## src/rtl/muldiv_unit_pkg.sv

```systemverilog
// -----------------------------------------------------------------------------
// muldiv_unit_pkg
// Shared definitions for the RV32M multiply/divide unit:
//   - ALU selection codes (the M-extension subset plus ALU_ADD, used to show
//     that non-M codes are rejected)
//   - FSM state encoding
//   - small decode helpers on the 5-bit ALU selection code
// -----------------------------------------------------------------------------
package muldiv_unit_pkg;

    localparam logic [4:0] ALU_ADD    = 5'b00000;
    localparam logic [4:0] ALU_MUL    = 5'b10000;
    localparam logic [4:0] ALU_MULH   = 5'b10001;
    localparam logic [4:0] ALU_MULHSU = 5'b10010;
    localparam logic [4:0] ALU_MULHU  = 5'b10011;
    localparam logic [4:0] ALU_DIV    = 5'b10100;
    localparam logic [4:0] ALU_DIVU   = 5'b10101;
    localparam logic [4:0] ALU_REM    = 5'b10110;
    localparam logic [4:0] ALU_REMU   = 5'b10111;

    typedef enum logic [1:0] {
        MD_IDLE = 2'd0,
        MD_CALC = 2'd1,
        MD_FIX  = 2'd2,
        MD_DONE = 2'd3
    } md_state_e;

    // True for the eight RV32M operations only.
    function automatic logic is_m_op(input logic [4:0] op);
        return op inside {ALU_MUL, ALU_MULH, ALU_MULHSU, ALU_MULHU,
                          ALU_DIV, ALU_DIVU, ALU_REM, ALU_REMU};
    endfunction

    function automatic logic is_mul_op(input logic [4:0] op);
        return op inside {ALU_MUL, ALU_MULH, ALU_MULHSU, ALU_MULHU};
    endfunction

    // Multiplies that return the upper word of the 2*XLEN product.
    function automatic logic is_high_op(input logic [4:0] op);
        return op inside {ALU_MULH, ALU_MULHSU, ALU_MULHU};
    endfunction

    function automatic logic is_rem_op(input logic [4:0] op);
        return op inside {ALU_REM, ALU_REMU};
    endfunction

    function automatic logic is_div_or_rem_op(input logic [4:0] op);
        return op inside {ALU_DIV, ALU_DIVU, ALU_REM, ALU_REMU};
    endfunction

    // rs1 is treated as signed for these operations.
    function automatic logic a_signed_op(input logic [4:0] op);
        return op inside {ALU_MULH, ALU_MULHSU, ALU_DIV, ALU_REM};
    endfunction

    // rs2 is treated as signed for these operations.
    function automatic logic b_signed_op(input logic [4:0] op);
        return op inside {ALU_MULH, ALU_DIV, ALU_REM};
    endfunction

endpackage

```

## src/rtl/muldiv_unit_if.sv

```systemverilog
// -----------------------------------------------------------------------------
// muldiv_unit_if
// Request/response bundle between the EX stage (master) and the
// multiply/divide unit (slave).
//   start  : request a new operation (only sampled while the unit is idle)
//   op     : 5-bit ALU selection code
//   a, b   : rs1 / rs2 operands
//   flush  : abandon any in-flight operation
//   busy   : operation in progress, pipeline must stall
//   done   : one-cycle pulse, result valid
//   result : final result, held until the next accepted start
// -----------------------------------------------------------------------------
interface muldiv_unit_if #(
    parameter int XLEN = 32
);
    logic            start;
    logic [4:0]      op;
    logic [XLEN-1:0] a;
    logic [XLEN-1:0] b;
    logic            flush;
    logic            busy;
    logic            done;
    logic [XLEN-1:0] result;

    modport master (
        output start, op, a, b, flush,
        input  busy, done, result
    );

    modport slave (
        input  start, op, a, b, flush,
        output busy, done, result
    );
endinterface

```

## src/rtl/muldiv_unit_core.sv

```systemverilog
// -----------------------------------------------------------------------------
// muldiv_unit_core
// One combinational iteration of the multiply/divide datapath.
//   mul_i     : 1 = shift-add multiply step, 0 = restoring divide step
//   hi_i/lo_i : working register pair
//               multiply: {partial product high, multiplier / product low}
//               divide  : {partial remainder, dividend / quotient}
//   operand_i : multiplicand (multiply) or divisor (divide), magnitudes
//   hi_o/lo_o : register pair after this step
// -----------------------------------------------------------------------------
module muldiv_unit_core #(
    parameter int XLEN = 32
) (
    input  logic            mul_i,
    input  logic [XLEN-1:0] hi_i,
    input  logic [XLEN-1:0] lo_i,
    input  logic [XLEN-1:0] operand_i,
    output logic [XLEN-1:0] hi_o,
    output logic [XLEN-1:0] lo_o
);

    logic [XLEN-1:0] addend;
    logic [XLEN:0]   sum;
    logic [XLEN:0]   trial;
    logic [XLEN:0]   diff;

    always_comb begin
        // NOTE: every output gets a default first so no path can infer a latch.
        hi_o   = hi_i;
        lo_o   = lo_i;

        // Multiply: add the multiplicand when the current multiplier bit is
        // set, then shift the whole 2*XLEN pair right by one, carry included.
        addend = lo_i[0] ? operand_i : '0;
        sum    = {1'b0, hi_i} + {1'b0, addend};

        // Divide: shift the next dividend bit into the XLEN+1 bit trial
        // remainder; a clear sign bit after subtracting means it fits.
        trial  = {hi_i, lo_i[XLEN-1]};
        diff   = trial - {1'b0, operand_i};

        if (mul_i) begin
            hi_o = sum[XLEN:1];
            lo_o = {sum[0], lo_i[XLEN-1:1]};
        end else if (!diff[XLEN]) begin
            hi_o = diff[XLEN-1:0];
            lo_o = {lo_i[XLEN-2:0], 1'b1};
        end else begin
            hi_o = trial[XLEN-1:0];
            lo_o = {lo_i[XLEN-2:0], 1'b0};
        end
    end

endmodule

```

## src/rtl/muldiv_unit.sv

```systemverilog
// -----------------------------------------------------------------------------
// muldiv_unit
// Iterative RV32M execution unit (MUL/MULH/MULHSU/MULHU/DIV/DIVU/REM/REMU)
// sitting beside the combinational ALU in EX.
//   clk : rising-edge clock
//   rst : synchronous, active-high reset (dominates start and flush)
//   bus : muldiv_unit_if slave (start/op/a/b/flush in, busy/done/result out)
// Operands are converted to magnitudes on acceptance, iterated for XLEN
// cycles, sign-corrected in one FIX cycle, then done pulses for one cycle.
// Divide-by-zero and signed overflow bypass the iteration and finish in one.
// -----------------------------------------------------------------------------
module muldiv_unit
    import muldiv_unit_pkg::*;
#(
    parameter int XLEN  = 32,
    parameter int CNT_W = 6
) (
    input  logic         clk,
    input  logic         rst,
    muldiv_unit_if.slave bus
);

    md_state_e       state_q;
    logic [4:0]      op_q;
    logic            a_neg_q;     // dividend sign -> remainder sign
    logic            res_neg_q;   // operand signs differ -> negate product/quotient
    logic [XLEN-1:0] hi_q;
    logic [XLEN-1:0] lo_q;
    logic [XLEN-1:0] operand_q;
    logic [XLEN-1:0] result_q;
    logic [CNT_W-1:0] count_q;
    logic            busy_q;
    logic            done_q;

    logic [XLEN-1:0] hi_d;
    logic [XLEN-1:0] lo_d;

    // Acceptance-time decode of the incoming request.
    logic            a_neg;
    logic            b_neg;
    logic [XLEN-1:0] mag_a;
    logic [XLEN-1:0] mag_b;
    logic            div_by_zero;
    logic            overflow;
    logic [XLEN-1:0] special_val;

    // Sign-corrected final values.
    logic [2*XLEN-1:0] product;
    logic [XLEN-1:0]   quotient;
    logic [XLEN-1:0]   remainder;
    logic [XLEN-1:0]   fix_val;

    always_comb begin
        a_neg       = a_signed_op(bus.op) & bus.a[XLEN-1];
        b_neg       = b_signed_op(bus.op) & bus.b[XLEN-1];
        mag_a       = a_neg ? -bus.a : bus.a;
        mag_b       = b_neg ? -bus.b : bus.b;

        div_by_zero = is_div_or_rem_op(bus.op) && (bus.b == '0);
        overflow    = (bus.op == ALU_DIV || bus.op == ALU_REM) &&
                      (bus.a == {1'b1, {(XLEN-1){1'b0}}}) && (bus.b == '1);

        // Overflow needs b = -1, so the two cases never coincide.
        if (div_by_zero) begin
            special_val = is_rem_op(bus.op) ? bus.a : '1;
        end else begin
            special_val = is_rem_op(bus.op) ? '0 : bus.a;
        end
    end

    always_comb begin
        product   = {hi_q, lo_q};
        if (res_neg_q) begin
            product = -product;
        end
        quotient  = res_neg_q ? -lo_q : lo_q;
        remainder = a_neg_q   ? -hi_q : hi_q;

        if (is_mul_op(op_q)) begin
            fix_val = is_high_op(op_q) ? product[2*XLEN-1:XLEN] : product[XLEN-1:0];
        end else begin
            fix_val = is_rem_op(op_q) ? remainder : quotient;
        end
    end

    muldiv_unit_core #(
        .XLEN(XLEN)
    ) u_core (
        .mul_i     (is_mul_op(op_q)),
        .hi_i      (hi_q),
        .lo_i      (lo_q),
        .operand_i (operand_q),
        .hi_o      (hi_d),
        .lo_o      (lo_d)
    );

    // NOTE: sequential state uses non-blocking assignments only, so every
    // register samples the pre-edge values regardless of statement order.
    always_ff @(posedge clk) begin
        if (rst) begin
            // NOTE: the datapath is a handful of flops, not a memory, so it is
            // cleared along with the control state to keep reset fully defined.
            state_q   <= MD_IDLE;
            op_q      <= ALU_ADD;
            a_neg_q   <= 1'b0;
            res_neg_q <= 1'b0;
            hi_q      <= '0;
            lo_q      <= '0;
            operand_q <= '0;
            result_q  <= '0;
            count_q   <= '0;
            busy_q    <= 1'b0;
            done_q    <= 1'b0;
        end else begin
            case (state_q)
                MD_IDLE: begin
                    done_q <= 1'b0;
                    busy_q <= 1'b0;
                    if (bus.start && !bus.flush && is_m_op(bus.op)) begin
                        op_q      <= bus.op;
                        a_neg_q   <= a_neg;
                        res_neg_q <= a_neg ^ b_neg;
                        if (div_by_zero || overflow) begin
                            result_q <= special_val;
                            done_q   <= 1'b1;
                            state_q  <= MD_DONE;
                        end else begin
                            // Multiply iterates over the multiplier held in
                            // lo; divide shifts the dividend out of lo.
                            hi_q      <= '0;
                            lo_q      <= is_mul_op(bus.op) ? mag_b : mag_a;
                            operand_q <= is_mul_op(bus.op) ? mag_a : mag_b;
                            count_q   <= CNT_W'(XLEN - 1);
                            busy_q    <= 1'b1;
                            state_q   <= MD_CALC;
                        end
                    end
                end

                MD_CALC: begin
                    if (bus.flush) begin
                        busy_q  <= 1'b0;
                        state_q <= MD_IDLE;
                    end else begin
                        hi_q <= hi_d;
                        lo_q <= lo_d;
                        if (count_q == '0) begin
                            state_q <= MD_FIX;
                        end else begin
                            count_q <= count_q - 1'b1;
                        end
                    end
                end

                MD_FIX: begin
                    busy_q <= 1'b0;
                    if (bus.flush) begin
                        state_q <= MD_IDLE;
                    end else begin
                        result_q <= fix_val;
                        done_q   <= 1'b1;
                        state_q  <= MD_DONE;
                    end
                end

                MD_DONE: begin
                    done_q  <= 1'b0;
                    state_q <= MD_IDLE;
                end

                default: begin
                    busy_q  <= 1'b0;
                    done_q  <= 1'b0;
                    state_q <= MD_IDLE;
                end
            endcase
        end
    end

    assign bus.busy   = busy_q;
    assign bus.done   = done_q;
    assign bus.result = result_q;

endmodule

```

## src/flat_wrapper.sv

```systemverilog
// flat-port wrapper written by rule: the top's interface ports become plain ports
module muldiv_unit_flat import muldiv_unit_pkg::*;
#(
    parameter int XLEN  = 32,
    parameter int CNT_W = 6
)
  (clk, rst, bus_start, bus_op, bus_a, bus_b, bus_flush, bus_busy, bus_done, bus_result);
  muldiv_unit_if #(.XLEN(XLEN)) bus_i ();
  input  logic clk;
  input  logic rst;
  input wire logic [$bits(bus_i.start)-1:0] bus_start;
  input wire logic [$bits(bus_i.op)-1:0] bus_op;
  input wire logic [$bits(bus_i.a)-1:0] bus_a;
  input wire logic [$bits(bus_i.b)-1:0] bus_b;
  input wire logic [$bits(bus_i.flush)-1:0] bus_flush;
  output wire logic [$bits(bus_i.busy)-1:0] bus_busy;
  output wire logic [$bits(bus_i.done)-1:0] bus_done;
  output wire logic [$bits(bus_i.result)-1:0] bus_result;
  assign bus_i.start = bus_start;
  assign bus_i.op = bus_op;
  assign bus_i.a = bus_a;
  assign bus_i.b = bus_b;
  assign bus_i.flush = bus_flush;
  assign bus_busy = bus_i.busy;
  assign bus_done = bus_i.done;
  assign bus_result = bus_i.result;
  muldiv_unit #(.XLEN(XLEN), .CNT_W(CNT_W)) u_core (.clk(clk), .rst(rst), .bus(bus_i));
endmodule
```

## config.mk

```make
export PLATFORM = sky130hd
export DESIGN_NAME = muldiv_unit_flat
export DESIGN_NICKNAME = d
export VERILOG_FILES = /design/src/rtl/muldiv_unit_pkg.sv /design/src/rtl/muldiv_unit_if.sv /design/src/rtl/muldiv_unit_core.sv /design/src/rtl/muldiv_unit.sv /design/src/flat_wrapper.sv
export SDC_FILE = /design/constraint.sdc
export NUM_CORES = 1
export LEC_CHECK = 0
export BUFFER_PORTS_ARGS = -buffer_cell sky130_fd_sc_hd__buf_2
export CAP_MARGIN = 20
export CORE_UTILIZATION = 40
export DETAILED_ROUTE_END_ITERATION = 10
export GPL_TIMING_DRIVEN = 0
export PLACE_DENSITY = 0.59
export SKIP_CTS_REPAIR_TIMING = 1
export SLEW_MARGIN = 20
export SYNTH_ARGS = -nofsm -noshare
export SYNTH_HDL_FRONTEND = slang
export SYNTH_SLANG_ARGS = --single-unit
```

## constraint.sdc

```tcl
create_clock -name clk -period 6.9 [get_ports clk]
set_input_delay 1.725 -clock clk [delete_from_list [all_inputs] [get_ports clk]]
set_output_delay 1.725 -clock clk [all_outputs]
set_load 0.02 [all_outputs]
```

# Yosys cells after proc, flatten, opt, wreduce, memory -nomap -nowiden
# Cells that the tools add are included.
# op_classes
addsub,8
eq_ne,27
muxes,49
bitwise_logic,4
reduce_logical,32
# op_table
operator,n
$mux W32,25
$pmux W32 S2,3
$neg A32 Y32,4
$eq A5 B5 Y1 const B,14
$eq A32 B32 Y1 const B,2
$mux W64,1
$neg A64 Y64,1
$add A32 B32 Y33,1
$sub A33 B32 Y33,1
$logic_not A32 Y1,1
$mux W6,4
$reduce_bool A4 Y1,4
$pmux W6 S2,1
$reduce_bool A3 Y1,4
$mux W2,5
$ne A2 B2 Y1 const B,5
$pmux W2 S4,1
$reduce_and A2 Y1,4
$reduce_and A4 Y1,2
$reduce_bool A2 Y1,4
$reduce_bool A8 Y1,1
$mux W1,7
$logic_not A6 Y1,1
$pmux W1 S3,2
other kinds (14),22
# totals
reg_bits,145
inputBits,73
out_inout_bits,34
word_cells,131

# Logic depth before layout (Yosys ltp)
# logic_depth
depth_word,8
ltp_mapped,14
mapped_depth_nobuf,13

# By module
# Synthesis repeated with hierarchy kept, for this count alone.
# hier_totals
hier_cells,2178
hier_area_um2,16002.8
# by_module_without_submodules
mod,instances,cells_each,area_each_um2,seq_area_each_um2
muldiv_unit,1,1525,11257.0,2902.8
muldiv_unit_core,1,653,4745.8,0.0

# Worst setup path after synthesis
# OpenSTA, ideal clock, no wires.
# synth_timing
path_kind,input to register
startpoint,input port bus_a[0]
endpoint,"register u_core.result_q[26], in the netlist u_core.bus.result[26]"
arrival_time_ps,4173
required_time_ps,6769
slack_ps,2596
path_stages,12
path_buffers,2
cell_sequence,inv_1 > ha_1 > nor3b_1 > nand2_1 > or4b_1 > o21ai_2 > nand2_1 > a21o_1 > clkbuf_1 > clkbuf_1 > a21oi_1 > o22ai_1
# synth_between
elab_chain_len,6
# synth_lines
item,line_no,rtl
start: declaration,flat_wrapper.sv:13,input wire logic [$bits(bus_i.a)-1:0] bus_a;
$eq A32 B32 Y1,muldiv_unit.sv:61,"(bus.a == {1'b1, {(XLEN-1){1'b0}}}) && (bus.b == '1);"
$logic_and A1 B1 Y1,muldiv_unit.sv:60,overflow = (bus.op == ALU_DIV || bus.op == ALU_REM) &&
$logic_and A1 B1 Y1,muldiv_unit.sv:61,
$logic_or A1 B1 Y1,muldiv_unit.sv:123,if (div_by_zero || overflow) begin
$ne A2 B1 Y1 (no line),-,
$reduce_and A4 Y1 (no line),-,
end signal: assignment,muldiv_unit.sv:124,result_q <= special_val;
end signal: assignment,muldiv_unit.sv:160,result_q <= fix_val;
end: declaration,muldiv_unit.sv:30,logic [XLEN-1:0] result_q;
# Every way passes these cells.
# A chain may end at the register's enable or synchronous reset.

# Final worst setup path
# layout_timing
startpoint,input port bus_a[4]
endpoint,register u_core.hi_q[7]
# layout_between
elab_chain_len,6
# layout_lines
item,line_no,rtl
$eq A32 B32 Y1,muldiv_unit.sv:61,
$logic_and A1 B1 Y1,muldiv_unit.sv:60,
$logic_and A1 B1 Y1,muldiv_unit.sv:61,
$logic_or A1 B1 Y1,muldiv_unit.sv:123,
$ne A2 B2 Y1 (no line),-,
$reduce_and A4 Y1 (no line),-,
end signal: assignment,muldiv_unit.sv:145,hi_q <= hi_d;
end: declaration,muldiv_unit.sv:27,logic [XLEN-1:0] hi_q;
# Every way passes these cells.

==> impl_metrics.toml <==
[floorplan]
num_rows = 71
start_util_pct = 40.5
ios = 107
die_w_um = 197
placeableCoreArea_mm2 = 0.0376
die_h_um = 197
fp.dieArea_mm2 = 0.0388

[synthesis]
ys_ff_latch = 145
synth_top_area_share_pct = 19.1
yosysSeqAreaShare_pct = 19.1
synth_common_cells = "276 x nand2_1, 236 x nor2_1, 182 x a21oi_1, 145 x dfxtp_1, 142 x clkbuf_1"
yosysWarnings = 0
synthCells = 2197
ys.flop_type = "dfxtp_1"
synth.avg_cell_area_um2 = 6.92
synth.area.top_cells = "dfxtp_1 19%, nand2_1 6.8%, ha_1 6.3%"
yosys.area.top_type = "dfxtp_1"
synth_nets = 2349
syn_area_mm2 = 0.0152
synth.most_common_cell = "nand2_1"
yosys.cell_types.count = 83
synth_edf_count = 0
async_flop_share_pct = 0

[global_routing]
grt_pass1_wl_um = 109000
antenna_found_initial = 2
grt_use_total_pct = 38.2
grt-busiest-layer = "met2"
met1_usage_pct = 50.9
gr-usage-met2_pct = 59.9
grt_max_degree = 17
grt_pass1_vias = 16400
grtUsageMet3_pct = 5.97
grt_overflow_total = 0

[layout]
fin_nets = 2472
finalNonFillerCells = 2844
drive_above_1_share_pct = 8.36
post-route-util_pct = 45.1
area_growth_pct = 11.5
n_antenna_cell = 0

[worst_setup_path]
max_stage_delay_ns = 0.65
crit_top_cell = "nand2_1"
critPathSlowestCell = "or4b_1"
crit_type = "in -> reg"
crit_fanout = 10
cp_data_required_time_ns = 7.25
cp_data_arrival_time_ns = 5.82
cp-end-kind = "flip-flop"
start_kind = "input pin"
worstPathCellList = "buf_2 -> nor4_2 -> nand2_1 -> or4b_1 -> o21ai_2 -> a21oi_1 -> nor2_1 -> clkbuf_1 -> nand2_1 -> o221ai_1"

[sta]
clock.fmax_mhz = 183
hold_viol = 0
tightest_slew_ns = 1.14
period_minus_slack_ns = 5.48
finalCritPeriodShare_pct = 79.4
finalSetupViolCount = 0
hold_ws_ns = 0.455
final.setup_skew_ns = 0.0143
fin_setup_tns_ns = 0
slew_headroom_pct = 23.6
slew_violations = 0
rsz0062_at_grt = "no"

[clock_network]
cts-htree-levels = 4
cts_root_buffer = "clkbuf_16"
cts_tree = "done"
clock_latency_ns = 0.45
path_clk_slew_ns = 0.07
numCtsBuffers = 17
clkSinkCount = 145
clockBufferDepth = 2

[detailed_routing]
dr.pass1.iters = 6
wl_um = 74500
via_count = 17900
drc = 0
wire_per_inst_um = 26.2
vias_per_cell = 6.28
drt_iter0_drc = 1740
antenna_left = 0

[place]
io_buffer_count = 104
dp_cells = 2812
gp_congestion = 1.02
hpwl_um = 60700

[pwr]
peakVddDrop_mv = 0.310
switching_power_mw = 3.18
p_comb_share_pct = 62.2
internal_power_mw = 2.77
powerDensity_mw_per_mm2 = 350
power_leakage_nw = 6.74
seqPwrFrac_pct = 21.5
finalPower_mw = 5.94
clkPwrFrac_pct = 16.3
swShare_pct = 53.4

[status]
outcome = "complete, no violations"

[hold_path]
hp-class = "reg -> reg"

[flow_run]
maxCapViolCount = 0
## registers in the layout (all words and copies together), names as in the netlist
name,flops
u_core.lo_q,32
u_core.hi_q,32
u_core.count_q,6
u_core.res_neg_q,1
u_core.state_q,2
u_core.bus.busy,1
u_core.bus.result,32
u_core.op_q,5
u_core.a_neg_q,1
u_core.operand_q,32
u_core.bus.done,1
## cell families (layout without fill, tap and decap cells)
family / after synthesis / count (layout) / share of synthesized area (%)
xor+xnor: 189 / 189 / 10.9
simple gates: 816 / 816 / 25.0
buf+inv: 238 / 374 / 6.11
mux: 34 / 34 / 2.25
flops: 145 / 145 / 19.1
fa+ha+maj: 79 / 79 / 6.60
compound gates: 696 / 696 / 30.1
## area by class of cell
class                   instances  area (µm²)
multi-input cells            1814       11400
flip-flops and latches        145        2900
clock inverters                14         154
fillers                      4018       20600
plain buffers                 166         659
inverters                      72         270
repair buffers                104         520
well taps                     511         639
clock buffers                  18         429
## worst paths after layout
check / startpoint / endpoint / cells past startpoint / slack (ns)
setup / recovery: bus_a[4] / u_core.hi_q[7]$_SDFFE_PP0P_ / 10 / 1.42
hold reg to reg: u_core.operand_q[13]$_SDFFE_PP0P_ / u_core.operand_q[13]$_SDFFE_PP0P_ / 2 / 0.45
setup reg to reg: u_core.lo_q[0]$_SDFFE_PP0P_ / u_core.hi_q[28]$_SDFFE_PP0P_ / 13 / 2.35
hold / removal: u_core.operand_q[13]$_SDFFE_PP0P_ / u_core.operand_q[13]$_SDFFE_PP0P_ / 2 / 0.45
## routing by layer
layer / share of wire [%] / up-vias
met5: 0.030 / -
met4: 5.3 / 4
met3: 8.3 / 167
met2: 44 / 958
met1: 43 / 8483
li1: - / 8240
## metrics by stage
step                      instance area, µm²  setup WS, ns
final                                  17000          1.42
after global routing                   17000          1.30
after CTS                              17000          1.52
after detailed placement               16400          1.10
after global placement                 16400          1.06
after floorplan                        15200          2.60
## critical path: cells and delay by family
kind / cells / cell delay [ns]
compound gates: 3 / 1.04
buf+inv: 2 / 0.81
simple gates: 5 / 2.23
## placed cells by master (no fill, tap or decap), types with 9 or more instances in the layout
cell / synthesis / routed
xnor2_1: 98 / 98
ha_1: 77 / 77
xor2_1: 91 / 91
nand4_1: 21 / 21
a211oi_1: 73 / 73
o211ai_1: 46 / 46
o21a_1: 13 / 13
dfxtp_1: 145 / 145
a31oi_1: 26 / 26
o22ai_1: 18 / 18
clkbuf_16: 0 / 17
nand2_1: 276 / 276
or4_1: 18 / 18
or3_1: 27 / 27
and3_1: 16 / 16
a21oi_1: 182 / 182
a21o_1: 34 / 34
o21ai_1: 22 / 22
nor2_1: 236 / 236
o21ai_0: 115 / 115
nand2b_1: 22 / 22
inv_1: 72 / 72
buf_2: 16 / 120
or2_2: 15 / 15
a211o_1: 9 / 9
o31ai_1: 25 / 25
a311oi_1: 15 / 15
mux2i_1: 33 / 33
nand3_1: 42 / 42
o221ai_1: 10 / 10
a22oi_1: 23 / 23
o41ai_1: 14 / 14
nor4_1: 21 / 21
clkbuf_1: 142 / 143
nor3_1: 69 / 68
nor2b_1: 12 / 12
## power groups by stage
stage / logic (mW) / clock network, mW / registers, mW
floorplan: 2.33 / 0 / 1.29
global placement: 3.57 / 0 / 1.28
detailed placement: 3.57 / 0 / 1.28
CTS: 3.59 / 0.972 / 1.27
global route: 3.96 / 1.01 / 1.29
finish: 3.70 / 0.970 / 1.28
No activity file was read; power rests on OpenSTA's default activity.
